<file path="config.mk">
export PLATFORM = sky130hd
export DESIGN_NAME = full_adder
export DESIGN_NICKNAME = d
export VERILOG_FILES = /design/src/rtl/full_adder_fa_comb.sv /design/src/rtl/full_adder.sv
export SDC_FILE = /design/constraint.sdc
export NUM_CORES = 1
export LEC_CHECK = 0
export BUFFER_PORTS_ARGS = -buffer_cell sky130_fd_sc_hd__buf_2
export CAP_MARGIN = 20
export CELL_PAD_IN_SITES_DETAIL_PLACEMENT = 1
export CELL_PAD_IN_SITES_GLOBAL_PLACEMENT = 1
export CORE_AREA = 4 4 41 43
export CTS_CLUSTER_DIAMETER = 80
export DETAILED_ROUTE_END_ITERATION = 7
export DIE_AREA = 0 0 45 47
export PLACE_DENSITY = 0.44
export SLEW_MARGIN = 20
export SYNTH_ARGS = -nofsm -noshare
export SYNTH_HDL_FRONTEND = slang
export SYNTH_SLANG_ARGS = --single-unit
</file>
<file path="constraint.sdc">
create_clock -name clk -period 2.3 [get_ports clk]
set_clock_uncertainty 0.2 [all_clocks]
set_input_delay 0.115 -clock clk [delete_from_list [all_inputs] [get_ports clk]]
set_output_delay 0.115 -clock clk [all_outputs]
set_load 0.02 [all_outputs]
</file>
<file path="src/rtl/full_adder_fa_comb.sv">
// Single-bit full adder: purely combinational sum and carry.
module fa_comb (
    input  logic a,
    input  logic b,
    input  logic c,
    output logic sum,
    output logic carry
);

    assign sum   = a ^ b ^ c;
    assign carry = (a & b) | (a & c) | (b & c);

endmodule

</file>
<file path="src/rtl/full_adder.sv">
// Full adder with an optional output register stage selected by OUT_REG.
module full_adder #(
    parameter int OUT_REG = 1
) (
    input  logic clk,
    input  logic rst,
    input  logic a_in,
    input  logic b_in,
    input  logic c_in,
    input  logic in_valid,
    output logic sum_out,
    output logic carry_out,
    output logic out_valid
);

    logic sum_p0;
    logic carry_p0;
    logic vld_p0;

    // Stage 0: combinational add
    fa_comb u_fa_comb (
        .a     (a_in),
        .b     (b_in),
        .c     (c_in),
        .sum   (sum_p0),
        .carry (carry_p0)
    );

    assign vld_p0 = in_valid;

    generate
        if (OUT_REG != 0) begin : g_reg
            logic sum_p1;
            logic carry_p1;
            logic vld_p1;

            // Stage 1: result register; data loads only on valid cycles so
            // undriven inputs during idle cycles never reach the outputs.
            always_ff @(posedge clk) begin
                if (rst) begin
                    sum_p1   <= 1'b0;
                    carry_p1 <= 1'b0;
                    vld_p1   <= 1'b0;
                end else begin
                    vld_p1 <= vld_p0;
                    if (vld_p0) begin
                        sum_p1   <= sum_p0;
                        carry_p1 <= carry_p0;
                    end
                end
            end

            assign sum_out   = sum_p1;
            assign carry_out = carry_p1;
            assign out_valid = vld_p1;
        end else begin : g_comb
            logic unused_ctrl;
            assign unused_ctrl = ^{clk, rst};

            assign sum_out   = sum_p0;
            assign carry_out = carry_p0;
            assign out_valid = vld_p0;
        end
    endgenerate

endmodule

</file>
Word-level counts from Yosys, hierarchy flattened --
Cells that the tools add are included.
Cells by class: add/subtract/negate cells 0, $mul 0, div/mod/pow operators 0, $lt $le $gt $ge 0, eq/ne operators 0, shift-type cells 0, muxes and demuxes 0, bitwise gates (word level) 7, reductions and logical operators 0
Operator list (number):
- $and 1x1->1 | 3
- $or 1x1->1 | 2
- $xor 1x1->1 | 2
Storage, ports and cells: flip-flop bits (word level) 3, latch bits 0, RAM bits 0, bits in read-only memories 0, input port bits 6, output and inout port bits 3, memories 0

Logic depth before layout (Yosys ltp) --
depth after elaboration 3, mapped depth 3, mapped depth without buffers 3

By module --
From an unflattened synthesis, not the netlist that was laid out.
Second synthesis, totals: cell total of the unflattened synthesis 9, area, all modules 113.9 um2
By module, submodules not included:
- full_adder | instances 1, cells an instance 8, area each 93.8 um2
- fa_comb | instances 1, cells an instance 1, area each 20.0 um2

Worst setup path before layout --
Ideal clock, no wire load.
kind input -> register, from input a_in, to register g_reg.sum_p1, in the netlist sum_out, arrival time 0.736 ns, slack 1.250 ns, cell stages on the path 3, path buffers 0, cell sequence fa_1 -> mux2i_1 -> nor2_1
On the way: word-level cells in the longest chain between the ends 2
Ends and longest elaborated chain:
- start, declared | RTL line full_adder.sv:7 | input logic a_in,
- $xor 1x1->1 (2 in series) | RTL line full_adder_fa_comb.sv:10 | assign sum = a ^ b ^ c;
- end signal, assigned | RTL line full_adder.sv:47 | sum_p1 <= sum_p0;
- end, declared | RTL line full_adder.sv:33 | logic sum_p1;
No other way between the ends. A chain may end at the register's enable or synchronous reset.

==> results.py <==
metrics = {
    "synth": {
        "syn-cell-area_um2": 113.9,
        "synth-warning-count": 0,
        "synth_cell_types": 5,
        "synth-seq-area-share": 0.5275,
        "syn_avg_cell_area_um2": 12.65,
        "synthCells": 9,
        "syn_nets": 16,
        "ys_ff_latch": 3,
    },
    "timing": {
        "whs_ns": 0.1089,
        "setup_viol": 0,
        "hold_viol": 0,
        "finalMaxSlewViolations": 0,
        "rsz0062_at_grt": "no",
        "finalCritPeriodShare": 0.7106,
        "max_freq_ghz": 0.6118,
        "min_period_ns": 1.634,
        "finalSetupTns_ns": 0,
        "worstMarginPinSlew_ns": 0.1405,
        "relSlewSlack": 0.9036,
    },
    "worst_setup_path": {
        "cp-startpoint": "in_valid",
        "startpoint_type": "input port",
        "crit_type": "input port to flip-flop",
        "rrSetupSlack_ns": 0.97,
        "rr_endpoint": "sum_out",
        "rr_worst_depth": 3,
        "critical_path_required_ns": 2.22,
        "r2r-start": "sum_out",
        "cp_data_arrival_time_ns": 1.55,
        "cp-end-kind": "flip-flop",
        "path_max_fanout": 3,
    },
    "finish": {
        "drive_gt1_frac": 0.4583,
        "syn_to_final_growth_pct": 101.1,
        "final_nets": 32,
        "mostFrequentLayoutCells": "8 x buf_2, 3 x dfxtp_1, 3 x clkbuf_4, 3 x dlygate4sd3_1",
        "final_area_um2": 229.0,
        "n_antenna_cell": 0,
        "final_common_cell": "buf_2",
        "instances_no_fill": 39,
        "finish.utilization": 0.1760,
    },
    "power_and_ir_drop": {
        "clkPwrFrac": 0.520,
        "p_int_w": 0.0001351,
        "net-switching-power_w": 0.00004148,
        "ir_worst_vdd_v": 0.0001838,
        "swShare": 0.2349,
        "seqPwrFrac": 0.328,
        "power_frac_comb": 0.152,
        "leakage_nw": 0.1137,
        "power_density_nw_per_um2": 771.2,
    },
    "die": {
        "core.rowCount": 13,
        "chipHeight_um": 47,
        "die_x_um": 45,
        "initial_core_util": 0.08750,
        "dieArea_um2": 2115,
        "ios": 9,
        "core-area_um2": 1301,
    },
    "clock_tree": {
        "cts_made_buffers": 3,
        "clk_latency_ns": 0.23,
        "cts-root-buf": "clkbuf_4",
        "htreeDepth": 1,
        "cts_tree": "yes",
        "cts.sink_count": 3,
        "clockBufferDepth": 2,
        "clk_pin_slew_worst_paths_ns": 0.04,
        "post-cts-setup-buffer-count": 0,
    },
    "route": {
        "drtIter0Drc": 1,
        "num_vias": 120,
        "routedWlPerCell_um": 8.667,
        "drt_first_pass_iters": 2,
        "drc_errors": 0,
        "ant_nets": 0,
        "drt_wl_total_um": 338,
        "viasPerCell": 3.077,
    },
    "min_path": {
        "hold_class": "input port to flip-flop",
        "whs_endpoint": "carry_out",
        "hold_depth": 4,
        "min_from": "c_in",
    },
    "grt": {
        "grt_max_degree": 4,
        "grtUsageTotal": 0.04430,
        "grt_remaining_overflow": 0,
        "grt_first_pass_wirelength_um": 572,
        "grt_pass1_vias": 139,
        "grt_antenna_before_repair": 0,
    },
    "placement": {
        "dpl-instance-area_um2": 172.7,
        "dp_cells": 32,
        "io_buffers": 8,
        "gp_congestion": 0.5911,
    },
    "job": {
        "max_cap_violations": 0,
    },
    "status": {
        "outcome": "complete, no violations",
    },
}
-- final cells by class --
type / instances / area, um2
Fill cell: 163 / 1072
Timing Repair Buffer: 11 / 70.07
Sequential cell: 3 / 60.06
Multi-Input combinational cell: 6 / 53.80
Clock buffer: 4 / 26.28
Tap cell: 15 / 18.77
-- what timing repair did --
item,CTS,global route
resized for setup,0,0
hold buffers,3,0
endpoints found under the hold margin,3,0
-- worst max-delay path, cell delays in order --
cell	delay, ns
dlygate4sd3_1	0.52
buf_2	0.14
mux2i_1	0.19
nor2_1	0.05
dlygate4sd3_1	0.54
-- stage by stage --
step | power [W] | worst slack [ns]
finish | 0.0001766 | 0.6655
global route | 0.0001900 | 0.5841
CTS | 0.0001826 | 0.6702
detailed placement | 0.00008122 | 1.112
global placement | 0.00008019 | 1.122
floorplan | 0.00006950 | 1.250
-- Yosys cell counts (all sizes together) --
master  count  share of area
dfxtp       3           0.53
fa          1           0.18
mux2i       2           0.18
nor2        2          0.066
nor2b       1          0.055
-- per-layer routing --
metal | part of all wire | global-route usage | wire length, um | vias to the layer above
li1 | - | - | - | 59
met1 | 0.48 | 0.05023 | 162 | 50
met2 | 0.30 | 0.04237 | 102 | 9
met3 | 0.20 | 0.03831 | 68 | 2
met4 | 0.015 | 0.05263 | 5 | 0
met5 | 0 | 0 | 0 | -
-- cell families after synthesis --
group	share of synthesized area
adder cells (fa/ha/maj)	0.1758
AND/OR/NAND/NOR	0.1209
multiplexers	0.1758
flip-flops	0.5275
-- worst max path at each step --
stage              end  slack [ns]  cells after the start
4_1_cts        sum_out        0.67                      5
3_5_place_dp   sum_out        1.11                      4
6_report       sum_out        0.67                      5
2_1_floorplan  sum_out        1.25                      3
3_3_place_gp   sum_out        1.12                      4
5_1_grt        sum_out        0.58                      5
-- state kept, by name (all words and copies together), names as in the netlist --
signal / cells
carry_out: 1
out_valid: 1
sum_out: 1
-- power groups by stage --
stage / Sequential (W) / Combinational (W) / Clock [W]
after detailed placement: 0.0000589 / 0.0000223 / 0
after floorplan: 0.0000632 / 0.00000631 / 0
after global routing: 0.0000584 / 0.0000307 / 0.000101
after CTS: 0.0000581 / 0.0000272 / 0.0000972
final: 0.0000580 / 0.0000269 / 0.0000917
after global placement: 0.0000585 / 0.0000217 / 0
(Power assumes the default switching activity.)
